===== config.mk =====
export PLATFORM = sky130hd
export DESIGN_NAME = btn_debounce_multi
export DESIGN_NICKNAME = d
export VERILOG_FILES = /design/src/rtl/btn_pkg.sv /design/src/rtl/btn_debounce_ch.sv /design/src/rtl/btn_debounce_multi.sv
export SDC_FILE = /design/constraint.sdc
export NUM_CORES = 1
export LEC_CHECK = 0
export CAP_MARGIN = 30
export CORE_MARGIN = 8
export CORE_UTILIZATION = 56
export DETAILED_ROUTE_END_ITERATION = 10
export GPL_TIMING_DRIVEN = 0
export PLACE_DENSITY = 0.88
export RECOVER_POWER = 50
export SLEW_MARGIN = 20
export SYNTH_ARGS = -nofsm -noshare
export SYNTH_HDL_FRONTEND = slang
export SYNTH_SLANG_ARGS = --single-unit

===== constraint.sdc =====
create_clock -name clk -period 2.7 [get_ports clk]
set_input_delay 0.54 -clock clk [delete_from_list [all_inputs] [get_ports clk]]
set_output_delay 0.54 -clock clk [all_outputs]
set_load 0.01 [all_outputs]

===== src/rtl/btn_pkg.sv =====
// Shared types and helpers for the multi-channel button conditioner.
package btn_pkg;

   typedef enum logic [1:0] {
      HOLD_IDLE = 2'd0,
      HOLD_HELD = 2'd1,
      HOLD_LONG = 2'd2
   } hold_state_e;

   // Bits needed to count 0..max_val, never less than one.
   function automatic int cnt_width(input int max_val);
      int w;
      w = $clog2(max_val + 1);
      return (w < 1) ? 1 : w;
   endfunction

endpackage


===== src/rtl/btn_debounce_ch.sv =====
// One button channel: 2-FF synchroniser, tick-driven integrator, edge pulses and hold FSM.
module btn_debounce_ch
   import btn_pkg::*;
#(
   parameter int STABLE_TICKS = 8,
   parameter int LONG_TICKS   = 1000,
   parameter int REPEAT_TICKS = 200,
   parameter int ACTIVE_LOW   = 0
) (
   input  logic clk,
   input  logic reset_n,
   input  logic tick,
   input  logic i_btn,
   output logic o_level,
   output logic o_press,
   output logic o_release,
   output logic o_long,
   output logic o_repeat
);

   localparam int CNT_W  = cnt_width(STABLE_TICKS);
   localparam int HCNT_W = cnt_width(LONG_TICKS);
   localparam int RCNT_W = cnt_width(REPEAT_TICKS);
   localparam logic [CNT_W-1:0]  CNT_LAST  = CNT_W'(STABLE_TICKS - 1);
   localparam logic [HCNT_W-1:0] HCNT_LAST = HCNT_W'(LONG_TICKS - 1);
   localparam logic [RCNT_W-1:0] RCNT_LAST = RCNT_W'((REPEAT_TICKS > 0) ? REPEAT_TICKS - 1 : 0);
   localparam logic POLARITY = (ACTIVE_LOW != 0);

   logic [1:0]        sync_q;
   logic              s;
   logic              level_q, level_d;
   logic [CNT_W-1:0]  cnt_q, cnt_d;
   logic              rise, fall;
   hold_state_e       state_q, state_d;
   logic [HCNT_W-1:0] hcnt_q, hcnt_d;
   logic [RCNT_W-1:0] rcnt_q, rcnt_d;
   logic              long_evt, rep_evt;
   logic              rise_q, fall_q, long_q, rep_q;

   assign s       = sync_q[1] ^ POLARITY;
   assign o_level = level_q;

   always_comb begin
      // NOTE: every combinational output gets a default first so no path can infer a latch.
      level_d = level_q;
      cnt_d   = cnt_q;
      if (tick) begin
         if (s != level_q) begin
            if (cnt_q == CNT_LAST) begin
               level_d = s;
               cnt_d   = '0;
            end else begin
               cnt_d = cnt_q + 1'b1;
            end
         end else begin
            cnt_d = '0;
         end
      end
      rise = level_d & ~level_q;
      fall = ~level_d & level_q;
   end

   // A fall takes priority over any long/repeat event due on the same tick.
   always_comb begin
      state_d  = state_q;
      hcnt_d   = hcnt_q;
      rcnt_d   = rcnt_q;
      long_evt = 1'b0;
      rep_evt  = 1'b0;
      unique case (state_q)
         HOLD_IDLE: begin
            if (rise) begin
               state_d = HOLD_HELD;
               hcnt_d  = '0;
            end
         end
         HOLD_HELD: begin
            if (fall) begin
               state_d = HOLD_IDLE;
               hcnt_d  = '0;
            end else if (tick) begin
               if (hcnt_q == HCNT_LAST) begin
                  state_d  = HOLD_LONG;
                  long_evt = 1'b1;
                  hcnt_d   = '0;
                  rcnt_d   = '0;
               end else begin
                  hcnt_d = hcnt_q + 1'b1;
               end
            end
         end
         HOLD_LONG: begin
            if (fall) begin
               state_d = HOLD_IDLE;
               rcnt_d  = '0;
            end else if (tick && (REPEAT_TICKS != 0)) begin
               if (rcnt_q == RCNT_LAST) begin
                  rep_evt = 1'b1;
                  rcnt_d  = '0;
               end else begin
                  rcnt_d = rcnt_q + 1'b1;
               end
            end
         end
         default: state_d = HOLD_IDLE;
      endcase
   end

   // Events are staged one clk so every pulse trails its state change by one cycle.
   always_ff @(posedge clk or negedge reset_n) begin
      if (!reset_n) begin
         // NOTE: sequential state uses non-blocking assignments so all registers update together.
         sync_q    <= '0;
         level_q   <= 1'b0;
         cnt_q     <= '0;
         state_q   <= HOLD_IDLE;
         hcnt_q    <= '0;
         rcnt_q    <= '0;
         rise_q    <= 1'b0;
         fall_q    <= 1'b0;
         long_q    <= 1'b0;
         rep_q     <= 1'b0;
         o_press   <= 1'b0;
         o_release <= 1'b0;
         o_long    <= 1'b0;
         o_repeat  <= 1'b0;
      end else begin
         sync_q    <= {sync_q[0], i_btn};
         level_q   <= level_d;
         cnt_q     <= cnt_d;
         state_q   <= state_d;
         hcnt_q    <= hcnt_d;
         rcnt_q    <= rcnt_d;
         rise_q    <= rise;
         fall_q    <= fall;
         long_q    <= long_evt;
         rep_q     <= rep_evt;
         o_press   <= rise_q;
         o_release <= fall_q;
         o_long    <= long_q;
         o_repeat  <= rep_q;
      end
   end

endmodule


===== src/rtl/btn_debounce_multi.sv =====
// Multi-channel button conditioner: one shared sample-tick prescaler feeding NUM_BTN channels.
module btn_debounce_multi
   import btn_pkg::*;
#(
   parameter int NUM_BTN      = 5,
   parameter int CLK_HZ       = 100_000_000,
   parameter int TICK_HZ      = 1_000,
   parameter int STABLE_TICKS = 8,
   parameter int LONG_TICKS   = 1000,
   parameter int REPEAT_TICKS = 200,
   parameter int ACTIVE_LOW   = 0
) (
   input  logic               clk,
   input  logic               reset_n,
   input  logic [NUM_BTN-1:0] i_btn,
   output logic [NUM_BTN-1:0] o_level,
   output logic [NUM_BTN-1:0] o_press,
   output logic [NUM_BTN-1:0] o_release,
   output logic [NUM_BTN-1:0] o_long,
   output logic [NUM_BTN-1:0] o_repeat
);

   localparam int TICK_DIV = CLK_HZ / TICK_HZ;
   localparam int PCNT_W   = cnt_width(TICK_DIV - 1);
   localparam logic [PCNT_W-1:0] PCNT_LAST = PCNT_W'(TICK_DIV - 1);

   logic [PCNT_W-1:0] pcnt_q;
   logic              tick;

   assign tick = (pcnt_q == PCNT_LAST);

   always_ff @(posedge clk or negedge reset_n) begin
      if (!reset_n)  pcnt_q <= '0;
      else if (tick) pcnt_q <= '0;
      else           pcnt_q <= pcnt_q + 1'b1;
   end

   for (genvar i = 0; i < NUM_BTN; i++) begin : g_ch
      btn_debounce_ch #(
         .STABLE_TICKS (STABLE_TICKS),
         .LONG_TICKS   (LONG_TICKS),
         .REPEAT_TICKS (REPEAT_TICKS),
         .ACTIVE_LOW   (ACTIVE_LOW)
      ) u_ch (
         .clk       (clk),
         .reset_n   (reset_n),
         .tick      (tick),
         .i_btn     (i_btn[i]),
         .o_level   (o_level[i]),
         .o_press   (o_press[i]),
         .o_release (o_release[i]),
         .o_long    (o_long[i]),
         .o_repeat  (o_repeat[i])
      );
   end

endmodule


Word level (Yosys, flattened, before mapping)

Index checks and enable logic that the tools add are counted.

$add $sub $neg: 16
Equality and inequality tests: 71
Mux-type cells: 156
Bitwise gates (word level): 20
Reduce and logical (&&, ||, !) cells: 30

Operators by type and width:

| operator                                              | number |
|---|---|
| 2-to-1 mux 8 bit                                      | 30 |
| 2-to-1 mux 10 bit                                     | 20 |
| one-hot mux 10 bit (2 select lines)                   | 5 |
| one-hot mux 8 bit (2 select lines)                    | 5 |
| 2-to-1 mux 1 bit                                      | 55 |
| adder 10 x 1 -> 10 bit, second input constant         | 5 |
| equality test 10 bit, second input constant           | 5 |
| 2-to-1 mux 2 bit                                      | 25 |
| adder 8 x 1 -> 8 bit, second input constant           | 5 |
| equality test 8 bit, second input constant            | 5 |
| 2-to-1 mux 4 bit                                      | 10 |
| inequality test 2 x 1 -> 1 bit, second input constant | 16 |
| one-hot mux 2 bit (3 select lines)                    | 5 |
| AND reduction 5 bit                                   | 5 |
| inequality test 3 x 2 -> 1 bit, second input constant | 8 |
| inequality test 3 x 1 -> 1 bit, second input constant | 7 |
| adder 4 x 1 -> 4 bit, second input constant           | 5 |
| equality test 4 x 3 -> 1 bit, second input constant   | 5 |
| AND reduction 4 bit                                   | 5 |
| nonzero test 2 bit                                    | 10 |
| inequality test 2 bit, second input constant          | 9 |
| adder 17 x 1 -> 17 bit, second input constant         | 1 |
| equality test 17 bit, second input constant           | 1 |
| 2-to-1 mux 17 bit                                     | 1 |
| 7 further kinds                                       | 45 |

Bits in registers: 192
Input bits: 7
Output and inout port bits: 25
Logic and storage cells: 364

Logic depth before layout (Yosys ltp)

Gate-level depths: netlist (run 1).

Depth in word-level cells: 8
Mapped depth: 9
Gate-level depth less buffers: 7

Cells and area by module

From an unflattened synthesis (run 1), not the netlist that was laid out.

Cell total of the unflattened synthesis: 940
Area, all modules: 9631.7 um^2

By module, submodules not included:

| module             | times used | cells an instance | area an instance (um^2) | seq. area each (um^2) |
|---|---|---|---|---|
| btn_debounce_ch    | 5          | 173               | 1766.7                  | 875.8 |
| btn_debounce_multi | 1          | 75                | 798.3                   | 425.4 |

Worst setup path after synthesis (run 1)

No wires, ideal clock.

Path type: reg2reg
From: register pcnt_q[0]
To: register g_ch[4].u_ch.state_q[0]
Library setup time: 0.127 ns
Arrival: 2.392 ns
Required time: 2.573 ns
Setup slack: 0.180 ns
Cell stages (with the launch flop): 9
Path buffers: 2
Clock period less this slack: 2.520 ns
Cell sequence: dfrtp_1 > ha_1 > and4_1 > buf_2 > nand4_1 > buf_2 > o31a_1 > or4_1 > mux2_1

Word-level cells in the longest chain between the ends: 6
Elaborated cells on any way between the ends: 12
Those cells by class: eq/ne (5); mux (3); bitwise (3); reduce/logical (1)

RTL lines:

| what                                                                                       | line                     | source |
|---|---|---|
| from (decl)                                                                                | btn_debounce_multi.sv:27 | `logic [PCNT_W-1:0] pcnt_q;` |
| from (signal assigned)                                                                     | btn_debounce_multi.sv:35 | `else pcnt_q <= pcnt_q + 1'b1;` |
| equality test 17 bit (*)                                                                   | btn_debounce_multi.sv:30 | `assign tick = (pcnt_q == PCNT_LAST);` |
| 2-to-1 mux 1 bit                                                                           | btn_debounce_ch.sv:47    | `if (tick) begin` |
| inverter 1 bit                                                                             | btn_debounce_ch.sv:60    | `fall = ~level_d & level_q;` |
| AND 1 bit                                                                                  | btn_debounce_ch.sv:60    |  |
| inequality test 3 x 1 -> 1 bit (no line), or another cell as far along                     | --                       |  |
| AND reduction 4 bit (no line) / one-hot mux 2 bit (3 select lines) (equally long branches) | --                       |  |
| to (signal assigned)                                                                       | btn_debounce_ch.sv:131   | `state_q <= state_d;` |
| to (decl)                                                                                  | btn_debounce_ch.sv:34    | `hold_state_e state_q, state_d;` |

Mark *: on every way between the ends. The rest lies on a longest branch, timed or not.
A chain may end at the register's enable or synchronous reset.

Worst setup path in the final report (run 1)

From: register pcnt_q[14]
To: register g_ch[2].u_ch.hcnt_q[3]

Word-level cells in the longest chain between the ends: 6
Elaborated cells on any way between the ends: 10
Those cells by class: eq/ne (3); mux (3); bitwise (3); reduce/logical (1)

RTL lines:

| what                                                                                        | line                     | source |
|---|---|---|
| equality test 17 bit (*)                                                                    | btn_debounce_multi.sv:30 |  |
| 2-to-1 mux 1 bit                                                                            | btn_debounce_ch.sv:47    |  |
| inverter 1 bit                                                                              | btn_debounce_ch.sv:60    |  |
| AND 1 bit                                                                                   | btn_debounce_ch.sv:60    |  |
| inequality test 3 x 2 -> 1 bit (no line) / 2-to-1 mux 10 bit (equally long branches)        | --                       |  |
| AND reduction 3 bit (no line) / one-hot mux 10 bit (2 select lines) (equally long branches) | --                       |  |
| to (signal assigned)                                                                        | btn_debounce_ch.sv:132   | `hcnt_q <= hcnt_d;` |
| to (decl)                                                                                   | btn_debounce_ch.sv:35    | `logic [HCNT_W-1:0] hcnt_q, hcnt_d;` |

Marks and branches as above.

==> metrics.txt, run 1 <==
outcome=complete, no violations; Max Slew Vio Count=0; transition time of the tightest slew-check pin=1.38 ns; vias per cell=6.25; Worst EP arrival=2.96 ns; Root Driver=clkbuf_16; # IOs=32; RePlAce Congestion=0.882; total global-route track usage=0.209; type of the worst min-delay path=primary input to asynchronous set/reset pin; first-pass GRT wire length=38500 microns; main flop type after synthesis=dfrtp_1; antenna violations before repair=0; clock sinks=192; Design Power=5.62 mW; Critical Path Most Common Cell=buf_4; Post-synth EDFFs=0; sequential element share of the synthesized area=0.479; Yosys cell types=67; Initial Utilization=0.564; Synth top area share=0.479; clock buffer depth=2; Vias=8501; critical path startpoint category=flop; commonest non-fill, non-tap cell in the layout=dfrtp_1; Max Cap Viol=0; maximum vdd drop=0.000434 V; Die Area=0.0225 sq mm; leading area contributor after synthesis=dfrtp_1; achievable frequency=378 MHz; CP cell instances=or4bb_4, nor4_4, buf_2, buf_4, buf_4, a211oi_1, o21ai_0, o31ai_1; Synth warnings=0; 1st-iter DRT viols=871; DRC=0; DRT Wirelength=23300 microns; number of I/O port buffers=31; CTS tree=yes; cell count after synthesis=1050; Critical Path RT=3.02 ns; syn_nets=1088; n_diodes=0; core area=0.0178 sq mm; number of CTS-inserted buffers=17; period utilization=0.979; Synth area leaders=dfrtp_1 48%, o21ai_0 4.3%, ha_1 3.9%; drt first pass iters=6; hpwl dp=14900 microns; Worst-Skew Late Latency=0.43 ns; CP Max Fanout=10; drt wl/cell=17.1 microns; final setup fails=0; dpl cells=1313; Die W=150 microns; Final #Nets=1156; Avg Inst Size Synth=9.56 sq um; vias in the first global route=8073; final std cells w/o fill=1360; grt total ovfl=0; Clock Pin Slew Worst Setup and Hold Paths=0.07 ns; fin crit period=2.64 ns; largest net degree at the start of global routing=103; die span in y=150 microns; RSZ-0062 raised after global routing=true; Hold Violations, Final=0; Slowest-stage cell, CP=or4bb_4; Site Rows=49; max incr delay on CP=0.62 ns; Max-slew headroom=0.0826; ratio of cells with drive above 1 in the final layout=0.109; PD cells=487 mW/mm^2; Worst setup EP type=flop; DRT antenna net count=0; critical path type=flop to flop; area delta synth->final=15.1%; Post-synth ARST share=1.00; hold_buf cts=0; register bit total from synthesis=192; htree depth=4; Cell Area, Synth=0.0100 sq mm; Clock Skew=0.00749 ns; LEAKAGE=4.88 nW; commonest cells after routing, fill and taps aside=190 x dfrtp_1, 93 x nand2_1, 87 x o21ai_0
[flip-flops by register name, indices dropped and copies added, names as in the netlist, 10 cells and up]
name and count:
g_ch.u_ch.rcnt_q 40, g_ch.u_ch.hcnt_q 50, g_ch.u_ch.state_q 10, pcnt_q 17, g_ch.u_ch.cnt_q 20, g_ch.u_ch.sync_q 10
[Yosys cell counts, types with 8 or more instances]
library cell and n:
dfrtp_1 192, nand2_1 93, o21ai_0 87, nand3_1 65
inv_1 57, nor2_1 54, a21oi_1 37, ha_1 31
nand4_1 30, buf_4 25, and3_1 22, a211oi_1 21
nand2b_1 21, nor3_1 20, clkbuf_1 19, o31ai_1 19
or3_1 19, nand3b_1 18, o211ai_1 17, nor4_1 13
xnor2_1 13, o22ai_1 12, o2bb2ai_1 11, or4_1 11
xor2_1 11, buf_2 10, nor2b_1 10, o41ai_1 8
[power breakdown]
part | internal (mW) | switching [mW]
Combinational | 0.0139 | 0.0615
Clock | 1.60 | 1.06
Sequential | 2.88 | 0.00771
Total | 4.49 | 1.13
[metrics by stage]
stage	setup TNS (ns)	util	worst slack [ns]	area (sq um)	hold WS [ns]
after floorplan	0	-	0.180	10000	0.244
after global placement	-1320.63	0.598	-6.73	10600	0.332
after detailed placement	-26.95	0.600	-0.478	10700	0.336
after CTS	0	0.640	0.000381	11400	0.141
after global routing	-0.264	0.650	-0.0557	11600	0.165
final	0	0.650	0.0562	11600	0.0950
[per-layer routing]
layer / share of wire / vias to the layer above / wire, microns / global-route usage
li1: - / 3964 / - / -
met1: 0.42 / 4135 / 9790 / 0.270
met2: 0.49 / 347 / 11500 / 0.337
met3: 0.060 / 55 / 1390 / 0.0351
met4: 0.027 / 0 / 622 / 0.0985
met5: 0 / - / 0 / 0
[cell families after synthesis]
kind of cell,synth area share
buf+inv,0.0547
compound gates,0.170
simple gates,0.224
xor+xnor,0.0209
mux,0.0128
fa+ha+maj,0.0387
flops,0.479
[path summary, 6_finish.rpt]
| path | start | endpoint | slack [ns] | cells past startpoint |
|---|---|---|---|---|
| min in group clk | g_ch[2].u_ch.fall_q | g_ch[2].u_ch.o_release | 0.35 | 0 |
| worst min register to register | g_ch[2].u_ch.fall_q | g_ch[2].u_ch.o_release | 0.35 | 0 |
| worst max register to register | pcnt_q[14] | g_ch[2].u_ch.hcnt_q[3] | 0.06 | 8 |
| max in group asynchronous | reset_n | pcnt_q[6] | 0.62 | 2 |
| worst max-delay path | pcnt_q[14] | g_ch[2].u_ch.hcnt_q[3] | 0.06 | 8 |
| worst min-delay path | reset_n | g_ch[2].u_ch.rcnt_q[1] | 0.1 | 1 |
[layout make-up]
cell class	count	area, sq um
multi-input combinational	740	4790
tap	229	287
clock inverter	10	159
clock buffer	22	464
buffer	60	383
timing repair buffer	50	450
fill	1314	6230
sequential	192	4810
inverter	57	214
[critical path, delay by kind of cell, from the launching register on]
kind / cells / cell delay, ns
compound gates: 3 / 0.44
simple gates: 2 / 0.95
flops: 1 / 0.45
buf+inv: 3 / 0.68
[what timing repair did]
| action | in CTS | in global routing |
|---|---|---|
| endpoints found under the setup margin | 127 | 92 |
| buffers inserted | 3 | 12 |
| gates resized for setup | 16 | 31 |
| pin swaps | 3 | 10 |
(Power assumes the default switching activity.)
==> run 2, diff against run 1 <==
--- a/config.mk
+++ b/config.mk
@@ -6,7 +6,6 @@
 export NUM_CORES = 1
 export LEC_CHECK = 0
 export CAP_MARGIN = 30
-export CORE_MARGIN = 8
 export CORE_UTILIZATION = 56
 export DETAILED_ROUTE_END_ITERATION = 10
 export GPL_TIMING_DRIVEN = 0
==> metrics.txt, run 2 (same netlist as run 1, synthesis figures left out) <==
CTS tree=yes; commonest non-fill, non-tap cell in the layout=dfrtp_1; area delta synth->final=15.3%; setup_tns=0 ns (unchanged); Max Cap Viol=1 (+1); grt total ovfl=0 (unchanged); hold_buf cts=0 (unchanged); PD cells=497 mW/mm^2 (+2.2%); Root Driver=clkbuf_16; Setup crit start=pcnt_q[5]; die span in y=136 microns (-9.3%); Max-slew headroom=-0.0105 (-0.0931); final design area excluding fillers=0.0116 sq mm (+0.17%); number of I/O port buffers=31 (unchanged); Worst EP arrival=3.01 ns (+0.05 ns); Critical Path RT=3.02 ns (about the same); largest registers=g_ch.u_ch.hcnt_q: 50 flops, g_ch.u_ch.rcnt_q: 40 flops, g_ch.u_ch.cnt_q: 20 flops; vias per cell=6.30 (+0.75%); commonest cells after routing, fill and taps aside=190 x dfrtp_1, 93 x nand2_1, 86 x o21ai_0; Vias=8521 (+0.24%); final setup fails=0 (unchanged); Sw Share=0.206 (+0.00449); critical path type=flop to flop; Die Area=0.0185 sq mm (-18%); Reg-to-Reg Start=pcnt_q[5]; hpwl dp=15300 microns (+2.4%); DRT Wirelength=23900 microns (+3.0%); first-pass GRT wire length=38800 microns (+0.92%); CP Max Fanout=10 (unchanged); Int Pwr=4.57 mW (+1.8%); Hold Violations, Final=0 (unchanged); number of CTS-inserted buffers=17 (unchanged); Hold Startpoint=g_ch[4].u_ch.sync_q[0]; RePlAce Congestion=0.862 (-2.3%); LEAKAGE=4.87 nW (-0.23%); core area=0.0174 sq mm (-2.0%); clock buffer depth=2 (unchanged); switching pwr=1.18 mW (+4.6%); n_diodes=0 (unchanged); Clock Pin Slew Worst Setup and Hold Paths=0.07 ns (about the same); vias in the first global route=8182 (+1.4%); clock sinks=192 (unchanged); power share of the clock group=0.483 (+0.010); dpl cells=1310 (-0.23%); Cell Area, Placed=0.0107 sq mm (+0.21%); Initial Utilization=0.576 (+0.0118); drt wl/cell=17.7 microns (+3.5%); hold_ws=0.345 ns (+0.250 ns); Worst setup EP type=flop; Max Slew Vio Count=59 (+59); htree depth=4 (unchanged); fin crit period=2.69 ns (+0.0498 ns); number of flip-flops in the largest register=50 (unchanged); Final #Nets=1153 (-0.26%); DRC=0 (unchanged); outcome=finished, violations left; achievable frequency=371 MHz (-1.8%); largest net degree at the start of global routing=77 (-25%); Site Rows=48 (-2.0%); 1st-iter DRT viols=740 (-15%); critical path startpoint category=flop; # IOs=32 (unchanged); antenna violations before repair=0 (unchanged); Die W=136 microns (-9.3%); Worst-Skew Late Latency=0.44 ns (about the same); largest register by flop count=g_ch.u_ch.hcnt_q; Comb power frac=0.015 (+0.002); maximum vdd drop=0.000429 V (-1.2%); failing checks=capacitance limit, slew limit; Clock Skew=0.00820 ns (+0.000710 ns); drt first pass iters=5 (-1); total global-route track usage=0.265 (+0.0567); transition time of the tightest slew-check pin=1.52 ns (+0.140 ns); type of the worst min-delay path=flop to flop; ratio of cells with drive above 1 in the final layout=0.105 (-0.00414); Reg power frac=0.502 (-0.012); DRT antenna net count=0 (unchanged); final std cells w/o fill=1353 (-0.51%); period utilization=0.998 (+0.0184)
-- run 2: cell count changes in the layout (fill, tap and decap cells not counted), sizes merged --
cell	before	now
buf	60	56
bufinv	4	5
clkbuf	42	40
clkinvlp	2	4
-- run 2: final timing paths --
| check | end | slack (ns) | depth (start not counted) |
|---|---|---|---|
| max | g_ch[0].u_ch.hcnt_q[0] | 0.006 | 6 |
| max reg2reg | g_ch[0].u_ch.hcnt_q[0] | 0.006 | 6 |
| min in group asynchronous | g_ch[2].u_ch.rcnt_q[0] | 0.46 | 1 |
| min | g_ch[4].u_ch.sync_q[1] | 0.34 | 0 |
| min reg2reg | g_ch[4].u_ch.sync_q[1] | 0.34 | 0 |
| max in group asynchronous | g_ch[3].u_ch.rcnt_q[2] | 0.88 | 3 |
-- run 2: routing by layer --
layer  GRT usage  vias to the layer above  share of wire
met2       0.428                      356           0.48
met4       0.138                        0          0.043
met1       0.343                     4105           0.41
met3      0.0470                       84          0.062
li1            -                     3976              -
met5           0                        -              0
-- run 2: what timing repair did --
| action | in CTS | in global routing |
|---|---|---|
| gates cloned | 0 | 1 |
| pin swaps | 2 | 3 |
| gates resized for setup | 18 | 22 |
| setup buffers | 4 | 7 |
| endpoints found under the setup margin | 130 | 102 |
-- run 2: area by class of cell --
type	count	area, sq um
timing repair buffer	48	465
fill	1305	5840
clock inverter	13	211
sequential	192	4810
tap	225	282
buffer	59	369
multi-input combinational	740	4780
clock buffer	19	443
inverter	57	214
-- run 2: worst max-delay path, stage by stage, from the launching register on --
cell	delay, ns
dfrtp_1	0.49
or4b_4	0.64
nor4_4	0.36
buf_6	0.23
nand2_1	0.20
or2_2	0.38
o21ai_0	0.26
-- run 2: power by group through the flow --
stage	Clock, mW	Combinational [mW]	Sequential, mW
2_1_floorplan	0	0.0115	2.94
3_3_place_gp	0	0.0777	2.95
3_5_place_dp	0	0.0911	2.94
4_1_cts	2.80	0.0910	2.89
5_1_grt	2.92	0.0981	2.89
6_report	2.78	0.0837	2.89
-- run 2: stage by stage --
stage	total power, mW	setup slack [ns]	util
detailed placement	3.04	-0.460	0.614
finish	5.76	0.00645	0.664
floorplan	2.95	0.180	-
global route	5.90	-0.155	0.664
CTS	5.78	-0.000934	0.657
global placement	3.02	-6.65	0.610
